[config.mk]
export PLATFORM = sky130hd
export DESIGN_NAME = fetch_stage_flat
export DESIGN_NICKNAME = d
export VERILOG_FILES = /design/src/rtl/fetch_stage_if.sv /design/src/rtl/fetch_stage.sv /design/src/flat_wrapper.sv
export SDC_FILE = /design/constraint.sdc
export NUM_CORES = 1
export LEC_CHECK = 0
export BUFFER_PORTS_ARGS = -buffer_cell sky130_fd_sc_hd__buf_2
export CAP_MARGIN = 20
export CORE_MARGIN = 3
export CORE_UTILIZATION = 60
export CTS_CLUSTER_SIZE = 20
export DETAILED_ROUTE_END_ITERATION = 16
export PLACE_DENSITY_LB_ADDON = 0.12
export SLEW_MARGIN = 20
export SYNTH_ARGS = -nofsm -noshare
export SYNTH_HDL_FRONTEND = slang
export SYNTH_SLANG_ARGS = --single-unit
[constraint.sdc]
create_clock -name clk -period 9.33 [get_ports clk]
set_input_delay 1.866 -clock clk [delete_from_list [all_inputs] [get_ports clk]]
set_output_delay 1.866 -clock clk [all_outputs]
set_load 0.01 [all_outputs]
[src/rtl/fetch_stage_if.sv]
// Fetch-stage bus bundle: instruction-memory req/gnt/rvalid port plus the
// decode-facing instr/pc/valid, stall and redirect signals.
`timescale 1ns/1ps
interface fetch_stage_if;
  logic        imem_req;
  logic [31:0] imem_addr;
  logic        imem_gnt;
  logic        imem_rvalid;
  logic [31:0] imem_rdata;
  logic        stall;
  logic        redirect;
  logic [31:0] redirect_pc;
  logic [31:0] instr_out;
  logic [31:0] pc_out;
  logic        valid_out;

  modport master (
    output imem_req, imem_addr, instr_out, pc_out, valid_out,
    input  imem_gnt, imem_rvalid, imem_rdata, stall, redirect, redirect_pc
  );

  modport slave (
    input  imem_req, imem_addr, instr_out, pc_out, valid_out,
    output imem_gnt, imem_rvalid, imem_rdata, stall, redirect, redirect_pc
  );
endinterface

[src/rtl/fetch_stage.sv]
// Instruction fetch front-end: owns the PC, issues sequential word fetches,
// buffers returned words with their PC and hands them to decode.
`timescale 1ns/1ps
module fetch_stage #(
  parameter logic [31:0] RESET_PC   = 32'h0000_0000,
  parameter int          FIFO_DEPTH = 2
) (
  input  logic          clk,
  input  logic          rst,
  fetch_stage_if.master bus
);

  localparam int PW = $clog2(FIFO_DEPTH);
  localparam int CW = PW + 1;
  localparam int UW = CW + 2;

  logic [31:0]   fetch_pc_q, fetch_pc_d;
  logic [31:0]   resp_pc_q,  resp_pc_d;
  logic [CW-1:0] outst_q,    outst_d;
  logic [CW-1:0] kill_q,     kill_d;
  logic [CW-1:0] count_q,    count_d;
  logic [PW-1:0] rd_ptr_q,   rd_ptr_d;
  logic [PW-1:0] wr_ptr_q,   wr_ptr_d;

  logic [31:0]   fifo_pc    [FIFO_DEPTH];
  logic [31:0]   fifo_instr [FIFO_DEPTH];

  logic          empty, valid, pop, req, issue, resp, kill_hit, push;
  logic [UW-1:0] used;
  logic [CW-1:0] inflight;

  always_comb begin
    empty = (count_q == '0);
    valid = !rst && !bus.redirect && !empty;
    pop   = valid && !bus.stall;
    // An entry leaving this cycle frees its slot for a new request, which is
    // what keeps a single-cycle memory streaming without bubbles.
    used  = UW'(count_q) + UW'(outst_q) + UW'(kill_q) - UW'(pop);
    req   = !rst && !bus.redirect && (used < UW'(FIFO_DEPTH));
    issue = req && bus.imem_gnt;
    resp     = bus.imem_rvalid && !bus.redirect;
    kill_hit = resp && (kill_q != '0);
    push     = resp && (kill_q == '0) && (outst_q != '0);
    inflight = kill_q + outst_q;
  end

  always_comb begin
    fetch_pc_d = fetch_pc_q;
    resp_pc_d  = resp_pc_q;
    outst_d    = outst_q;
    kill_d     = kill_q;
    count_d    = count_q;
    rd_ptr_d   = rd_ptr_q;
    wr_ptr_d   = wr_ptr_q;
    if (bus.redirect) begin
      fetch_pc_d = {bus.redirect_pc[31:2], 2'b00};
      resp_pc_d  = {bus.redirect_pc[31:2], 2'b00};
      outst_d    = '0;
      // A word returning in the redirect cycle already settles one in-flight slot.
      kill_d     = inflight - CW'(bus.imem_rvalid && (inflight != '0));
      count_d    = '0;
      rd_ptr_d   = '0;
      wr_ptr_d   = '0;
    end else begin
      if (issue) fetch_pc_d = fetch_pc_q + 32'd4;
      outst_d = outst_q + CW'(issue) - CW'(push);
      kill_d  = kill_q - CW'(kill_hit);
      if (push) begin
        resp_pc_d = resp_pc_q + 32'd4;
        wr_ptr_d  = wr_ptr_q + PW'(1);
      end
      if (pop) rd_ptr_d = rd_ptr_q + PW'(1);
      count_d = count_q + CW'(push) - CW'(pop);
    end
  end

  always_ff @(posedge clk) begin
    if (rst) begin
      fetch_pc_q <= RESET_PC;
      resp_pc_q  <= RESET_PC;
      outst_q    <= '0;
      kill_q     <= '0;
      count_q    <= '0;
      rd_ptr_q   <= '0;
      wr_ptr_q   <= '0;
    end else begin
      fetch_pc_q <= fetch_pc_d;
      resp_pc_q  <= resp_pc_d;
      outst_q    <= outst_d;
      kill_q     <= kill_d;
      count_q    <= count_d;
      rd_ptr_q   <= rd_ptr_d;
      wr_ptr_q   <= wr_ptr_d;
    end
  end

  always_ff @(posedge clk) begin
    if (push && !rst) begin
      fifo_pc[wr_ptr_q]    <= resp_pc_q;
      fifo_instr[wr_ptr_q] <= bus.imem_rdata;
    end
  end

  assign bus.imem_req  = req;
  assign bus.imem_addr = fetch_pc_q;
  assign bus.valid_out = valid;
  assign bus.instr_out = empty ? 32'h0 : fifo_instr[rd_ptr_q];
  assign bus.pc_out    = empty ? 32'h0 : fifo_pc[rd_ptr_q];

endmodule

[src/flat_wrapper.sv]
// flat-port wrapper written by rule: the top's interface ports become plain ports
module fetch_stage_flat 
#(
  parameter logic [31:0] RESET_PC   = 32'h0000_0000,
  parameter int          FIFO_DEPTH = 2
)
  (clk, rst, bus_imem_req, bus_imem_addr, bus_instr_out, bus_pc_out, bus_valid_out, bus_imem_gnt, bus_imem_rvalid, bus_imem_rdata, bus_stall, bus_redirect, bus_redirect_pc);
  fetch_stage_if bus_i ();
  input  logic clk;
  input  logic rst;
  output wire logic [$bits(bus_i.imem_req)-1:0] bus_imem_req;
  output wire logic [$bits(bus_i.imem_addr)-1:0] bus_imem_addr;
  output wire logic [$bits(bus_i.instr_out)-1:0] bus_instr_out;
  output wire logic [$bits(bus_i.pc_out)-1:0] bus_pc_out;
  output wire logic [$bits(bus_i.valid_out)-1:0] bus_valid_out;
  input wire logic [$bits(bus_i.imem_gnt)-1:0] bus_imem_gnt;
  input wire logic [$bits(bus_i.imem_rvalid)-1:0] bus_imem_rvalid;
  input wire logic [$bits(bus_i.imem_rdata)-1:0] bus_imem_rdata;
  input wire logic [$bits(bus_i.stall)-1:0] bus_stall;
  input wire logic [$bits(bus_i.redirect)-1:0] bus_redirect;
  input wire logic [$bits(bus_i.redirect_pc)-1:0] bus_redirect_pc;
  assign bus_imem_req = bus_i.imem_req;
  assign bus_imem_addr = bus_i.imem_addr;
  assign bus_instr_out = bus_i.instr_out;
  assign bus_pc_out = bus_i.pc_out;
  assign bus_valid_out = bus_i.valid_out;
  assign bus_i.imem_gnt = bus_imem_gnt;
  assign bus_i.imem_rvalid = bus_imem_rvalid;
  assign bus_i.imem_rdata = bus_imem_rdata;
  assign bus_i.stall = bus_stall;
  assign bus_i.redirect = bus_redirect;
  assign bus_i.redirect_pc = bus_redirect_pc;
  fetch_stage #(.RESET_PC(RESET_PC), .FIFO_DEPTH(FIFO_DEPTH)) u_core (.clk(clk), .rst(rst), .bus(bus_i));
endmodule
==> results of run 1 <==
[report_power, final]
group / internal [mW] / switching [mW] / leakage (nW)
logic: 0.0533 / 0.0828 / 1.86
clock network: 0.369 / 0.310 / 0.264
registers: 0.927 / 0.0294 / 1.70
[kinds of logic after synthesis]
| family | Yosys count | synth area share, % |
|---|---|---|
| buffers and inverters | 81 | 4.232 |
| adders and majority gates | 16 | 2.371 |
| DFF | 193 | 56.24 |
| xor gates and xnor gates | 38 | 3.667 |
| muxes | 70 | 7.816 |
| other | 1 | 0.04132 |
| and+or+nand+nor | 261 | 14.36 |
| AOI/OAI and AO/OA | 134 | 11.26 |
[critical path: cells and delay by family]
kind	cells	cell delay, ns
simple gates	5	1.88
fa+ha+maj	2	0.80
buf+inv	3	0.54
compound gates	1	0.25
[final cells by class]
cell class	instances	area, um2	area share [%]
Sequential cell	193	5109	48.65
Multi-Input combinational cell	523	3628	34.56
Timing Repair Buffer	169	865.8	8.246
Clock buffer	19	432.9	4.123
Tap cell	184	230.2	2.193
Inverter	32	120.1	1.144
Clock inverter	13	113.9	1.084
[per-layer routing]
| layer | wire length [um] | up-vias | share of wire [%] | GRT usage [%] |
|---|---|---|---|---|
| li1 | - | 3217 | - | - |
| met1 | 8971 | 3250 | 44 | 34.27 |
| met2 | 9794 | 291 | 48 | 39.27 |
| met3 | 1306 | 38 | 6.4 | 4.193 |
| met4 | 457 | 0 | 2.2 | 9.759 |
| met5 | 0 | - | 0 | 0 |
[layout by cell type, fill, tap and decap left out, types with 7 or more instances in the layout]
master and count:
and3_1 12, nand2_1 45, a21oi_1 36, nor2_1 101
buf_2 161, clkbuf_16 17, xor2_1 12, ha_1 14
inv_1 30, buf_4 8, a2111oi_2 10, or4_1 7
o21ai_0 10, and4_1 10, nand4_1 29, a211oi_1 13
xnor2_1 26, nand3_1 15, edfxtp_1 124, a21boi_0 9
a31oi_1 10, mux2_2 7, dfxtp_1 68, mux2i_1 63
[final timing paths]
path / slack, ns / startpoint / end
max: 2.11 / bus_redirect / bus_imem_req
min reg2reg: 0.50 / u_core.bus.imem_addr[3] / u_core.bus.imem_addr[3]
max reg2reg: 4.99 / u_core.count_q[0] / u_core.bus.imem_addr[9]
min: 0.50 / u_core.bus.imem_addr[3] / u_core.bus.imem_addr[3]
[state kept, by name (all words and copies together) (netlist names), named ones only]
register,cells
u_core.count_q,2
u_core.rd_ptr_q,1
u_core.outst_q,2
u_core.wr_ptr_q,1
u_core.bus.imem_addr,30
u_core.fifo_instr,64
u_core.kill_q,2
u_core.resp_pc_q,30
u_core.fifo_pc,60
[metrics by stage]
stage	total power, mW	cells	cell area, um2	hold WS (ns)
floorplan	1.053	797	9087	0.4610
global placement	1.098	1101	9946	0.4723
detailed placement	1.106	1101	9946	0.4874
CTS	1.779	1133	10490	0.5026
global route	1.829	1133	10500	0.5282
finish	1.771	1133	10500	0.5006
==> impl_results.md, run 1 <==
* Largest fanout on the critical path at 49
* Max-cap viol count at 0
* Critical path data required time at 7.46 ns
* Vias per cell at 5.998
* Critical path launch point type: input pin
* Pre-CTS setup slack at 2.199 ns
* DRC at 0
* Ys flop type: edfxtp_1
* Worst-Margin Slew at 1.085 ns
* Post-cts hold buffer count at 0
* Worst hold path type: register to register
* Num ports at 168
* Cts bufs inserted at 17
* Worst skew pair latency at 0.42 ns
* Post-CTS setup buffers at 0
* # port buffers at 161
* Slew Limit Fails at 0
* Worst hold stages at 2
* Flip-flop and latch count after synthesis at 193
* RSZ-0062 raised after global routing: no
* Part of the cycle the worst path needs at 77.36%
* Drt total wl at 20.53 mm
* Status: finished clean
* Worst vdd ir at 0.0001446 V
* Final WS setup at 2.113 ns
* Power Dens Cells at between 150 and 200 nW/um2
* Antenna violations before repair at 0
* Overflow after GRT at 0
* Die Ht at between 100 and 150 um
* Core ar. at 14640 um2
* First-pass GRT wire length at 32.88 mm
* Nets at 1022
* Leakage power at 3.824 nW
* Die area at between 15000 and 20000 um2
* TritonCTS clock tree: built
* Worst EP arrival at 5.35 ns
* Seq/Total Area, Yosys at 56.24%
* Filler cells at between 1000 and 1500
* Share of cells above drive strength 1 at 24.97%
* Initial Util at about three fifths
* Synth async-reset ratio at 0%
* Die Width at 129.0 um
* 1st-iter DRT viols at 619
* DP HPWL at ~14 mm
* H-tree levels at 4
* TritonRoute pass-1 iters at 6
* Post-synth top area share at 41.03%
* Clk slew on worst S/H paths at about 0.070 ns
* Std cell rows at 44
* Synth Area per Inst at 11.43 um2
* Setup CP Type: input pin to primary output
* Syn-to-layout area delta at 15.69%
* RePlAce Congestion at 0.9111
* CP Capture Type: primary output
* Endpoints failing hold at 0
* Final setup fails at 0
* Maximum achievable frequency at 138.6 MHz
* Maximum clock insertion buffer count at 2
* Ant. Diodes at 0
* Setup TNS at 0 ns
* Top-count cell post-synth: edfxtp_1
* WL/cell at 18.12 um
* Post-synth EDFFs at 124
* Yosys warns at 0
* Slowest-stage cell, CP: nor3b_1
* Yosys top cell by area: edfxtp_1
* CP peak stage delay at around 0.56 ns
* GR Util All Layers at approximately 25%
* Core Util, Final at between 70% and 80%
* Post-Syn Instances at 794
* R2R depth at 11
* Netlist cell types at 72
* Via count at approximately 6800
* Clk sinks at 193
* Top cell by count, worst path: buf_2
* Min Tclk post-route at 7.217 ns
* Largest net degree at the start of global routing at 67
* Synthesized area at about 9100 um2
* Synth top cells by count: 124 x edfxtp_1, 104 x nor2_1, 69 x dfxtp_1, 63 x mux2i_1, 45 x nand2_1
* CTS resizes at 0
* Crit-path cells: buf_2 -> buf_4 -> or2_2 -> nor3_1 -> ha_1 -> nand2b_1 -> fa_1 -> nor3b_1 -> nand2_2 -> a21oi_1 -> buf_2
* Vias in the first global route at 6520
* Rel. slew slack at 27.69%
* CTS Root Buffer Type: clkbuf_16
* Top post-synthesis cells by area: edfxtp_1 41%, dfxtp_1 15%, mux2i_1 6.9%
* Final Skew at 0.007814 ns
* Antenna viol nets, final at 0
Note: power is estimated with default switching activity, not from simulation.
==> run 2: changes to the inputs <==
- CORE_UTILIZATION: 60 -> 50
- clock period: 9.33 -> 5.9 ns (I/O delays scaled with it)
==> impl_results.md, run 2 (synthesized netlist as in run 1, its figures left out) <==
* Max-cap viol count at 0 (unchanged)
* Ant. Diodes at 0 (unchanged)
* Worst hold path type: register to register
* Share of cells above drive strength 1 at 25.79% (+0.81 points)
* RePlAce Congestion at 0.9430 (+3.5%)
* Rel. slew slack at 27.40% (-0.29 points)
* Worst-Margin Slew at 1.089 ns (+0.004349 ns)
* DRC at 0 (unchanged)
* Clk slew on worst S/H paths at 0.07 ns (about the same)
* First-pass GRT wire length at 33.99 mm (+3.4%)
* Min Tclk post-route at 5.119 ns
* Post-CTS setup buffers at 0 (unchanged)
* CTS resizes at 0 (unchanged)
* P_int at 2.156 mW (+60%)
* Cts bufs inserted at 17 (unchanged)
* Drt total wl at 21.07 mm (+2.6%)
* Die area at 19800 um2 (+19%)
* Maximum clock insertion buffer count at 2 (unchanged)
* Most common cell after layout, fill and taps aside: buf_2
* Antenna violations before repair at 0 (unchanged)
* TritonCTS clock tree: built
* Final setup fails at 0 (unchanged)
* Part of the cycle the worst path needs at 86.77%
* Die Width at 140.7 um (+9.1%)
* Overall power at 2.870 mW (+62%)
* Worst EP arrival at 3.94 ns (-1.41 ns)
* Core ar. at 17540 um2 (+20%)
* Finished Layout Cells at 1179 (+4.1%)
* Final Skew at 0.01111 ns (+0.003297 ns)
* 1st-iter DRT viols at 398 (-36%)
* H-tree levels at 4 (unchanged)
* Worst skew pair latency at 0.43 ns (about the same)
* Syn-to-layout area delta at 17.08%
* Die Ht at 140.7 um (+9.1%)
* Sequential share of power at 52.6% (-1.4 points)
* RSZ-0062 raised after global routing: no
* CTS Root Buffer Type: clkbuf_16
* GR Util All Layers at 21.28% (-3.5 points)
* CP Capture Type: primary output
* WL/cell at 17.87 um (-1.4%)
* Logic pwr share at 7.6% (about the same)
* Antenna viol nets, final at 0 (unchanged)
* Setup TNS at 0 ns (unchanged)
* DP HPWL at 14.57 mm (+6.0%)
* Setup CP Type: input pin to primary output
* Vias in the first global route at 6786 (+4.1%)
* Initial Util at 51.76% (-10 points)
* Leakage power at 3.870 nW (+1.2%)
* Slew Limit Fails at 0 (unchanged)
* Overflow after GRT at 0 (unchanged)
* Post-cts hold buffer count at 0 (unchanged)
* Biggest register: u_core.fifo_instr
* Switching part of the total at 24.88% (+1.0 points)
* Std cell rows at 48 (+9.1%)
* Power share of the clock group at 39.7% (+1.4 points)
* Status: finished clean
* Num ports at 168 (unchanged)
* Endpoints failing hold at 0 (unchanged)
* # port buffers at 161 (unchanged)
* Maximum achievable frequency at 195.3 MHz
* Largest fanout on the critical path at 9 (-82%)
* Power Dens Cells at 270.1 nW/um2 (+60%)
* Filler cells at 1444 (+35%)
* Most frequent cells in the layout: 161 x buf_2, 124 x edfxtp_1, 101 x nor2_1
* Placed cell count at 1147 (+4.2%)
* Critical path launch point type: input pin
* Switching power of the nets at 0.7139 mW (+69%)
* Largest regs: u_core.fifo_instr (64), u_core.fifo_pc (60)
* Clk sinks at 193 (unchanged)
* Max reg flops at 64 (unchanged)
* Via count at 6779 (-0.25%)
* Largest net degree at the start of global routing at 66 (-1.5%)
* TritonRoute pass-1 iters at 5 (-1)
* Nets at 1027 (+0.49%)
* Vias per cell at 5.750 (-4.1%)
* Critical path data required time at 4.72 ns (-2.74 ns)
* Worst vdd ir at 0.0002222 V (+54%)
## run 2: per-layer routing
metal,up-vias,routed length (um),global-route usage (%)
li1,3230,-,-
met1,3206,8927,27.89
met2,308,9939,34.70
met3,35,1788,4.885
met4,0,417,7.955
met5,-,0,0
## run 2: worst paths after layout
kind	cells past startpoint	slack (ns)	from	endpoint
max	10	0.78	bus_redirect	bus_imem_req
min	2	0.49	u_core.bus.imem_addr[3]	u_core.bus.imem_addr[3]
max reg2reg	10	1.69	u_core.count_q[0]	u_core.bus.imem_addr[27]
min reg2reg	2	0.49	u_core.bus.imem_addr[3]	u_core.bus.imem_addr[3]
## run 2: power groups by stage
stage / combinational [mW] / sequential [mW] / clock, mW
after floorplan: 0.133 / 1.53 / 0
after global placement: 0.209 / 1.54 / 0
after detailed placement: 0.217 / 1.54 / 0
after CTS: 0.218 / 1.51 / 1.17
after global routing: 0.242 / 1.51 / 1.23
final: 0.219 / 1.51 / 1.14
## run 2: worst max-delay path: stages
cell	delay, ns
buf_2	0.10
or2_2	0.41
nor3_1	0.31
ha_1	0.30
nand2b_1	0.17
fa_1	0.48
nor3b_1	0.53
nand2_2	0.11
a21oi_1	0.18
buf_2	0.16
## run 2: area by class of cell
| cell class | count | area (um2) | share of cell area (%) |
|---|---|---|---|
| inverter | 32 | 120.1 | 1.130 |
| timing repair buffer | 174 | 903.4 | 8.501 |
| multi-input combinational | 523 | 3626 | 34.12 |
| tap | 225 | 281.5 | 2.649 |
| clock buffer | 17 | 425.4 | 4.003 |
| sequential | 193 | 5109 | 48.08 |
| clock inverter | 15 | 161.4 | 1.519 |
## run 2: stage by stage
step           setup slack (ns)  hold WS, ns  instance area (um2)  utilization (%)
2_1_floorplan            0.5493       0.4610                 9087                -
3_3_place_gp             0.8557       0.4752                10040            57.25
3_5_place_dp             0.8070       0.4902                10040            57.25
4_1_cts                  0.7957       0.5003                10630            60.60
5_1_grt                  0.6828       0.5333                10630            60.60
6_report                 0.7808       0.4921                10630            60.60
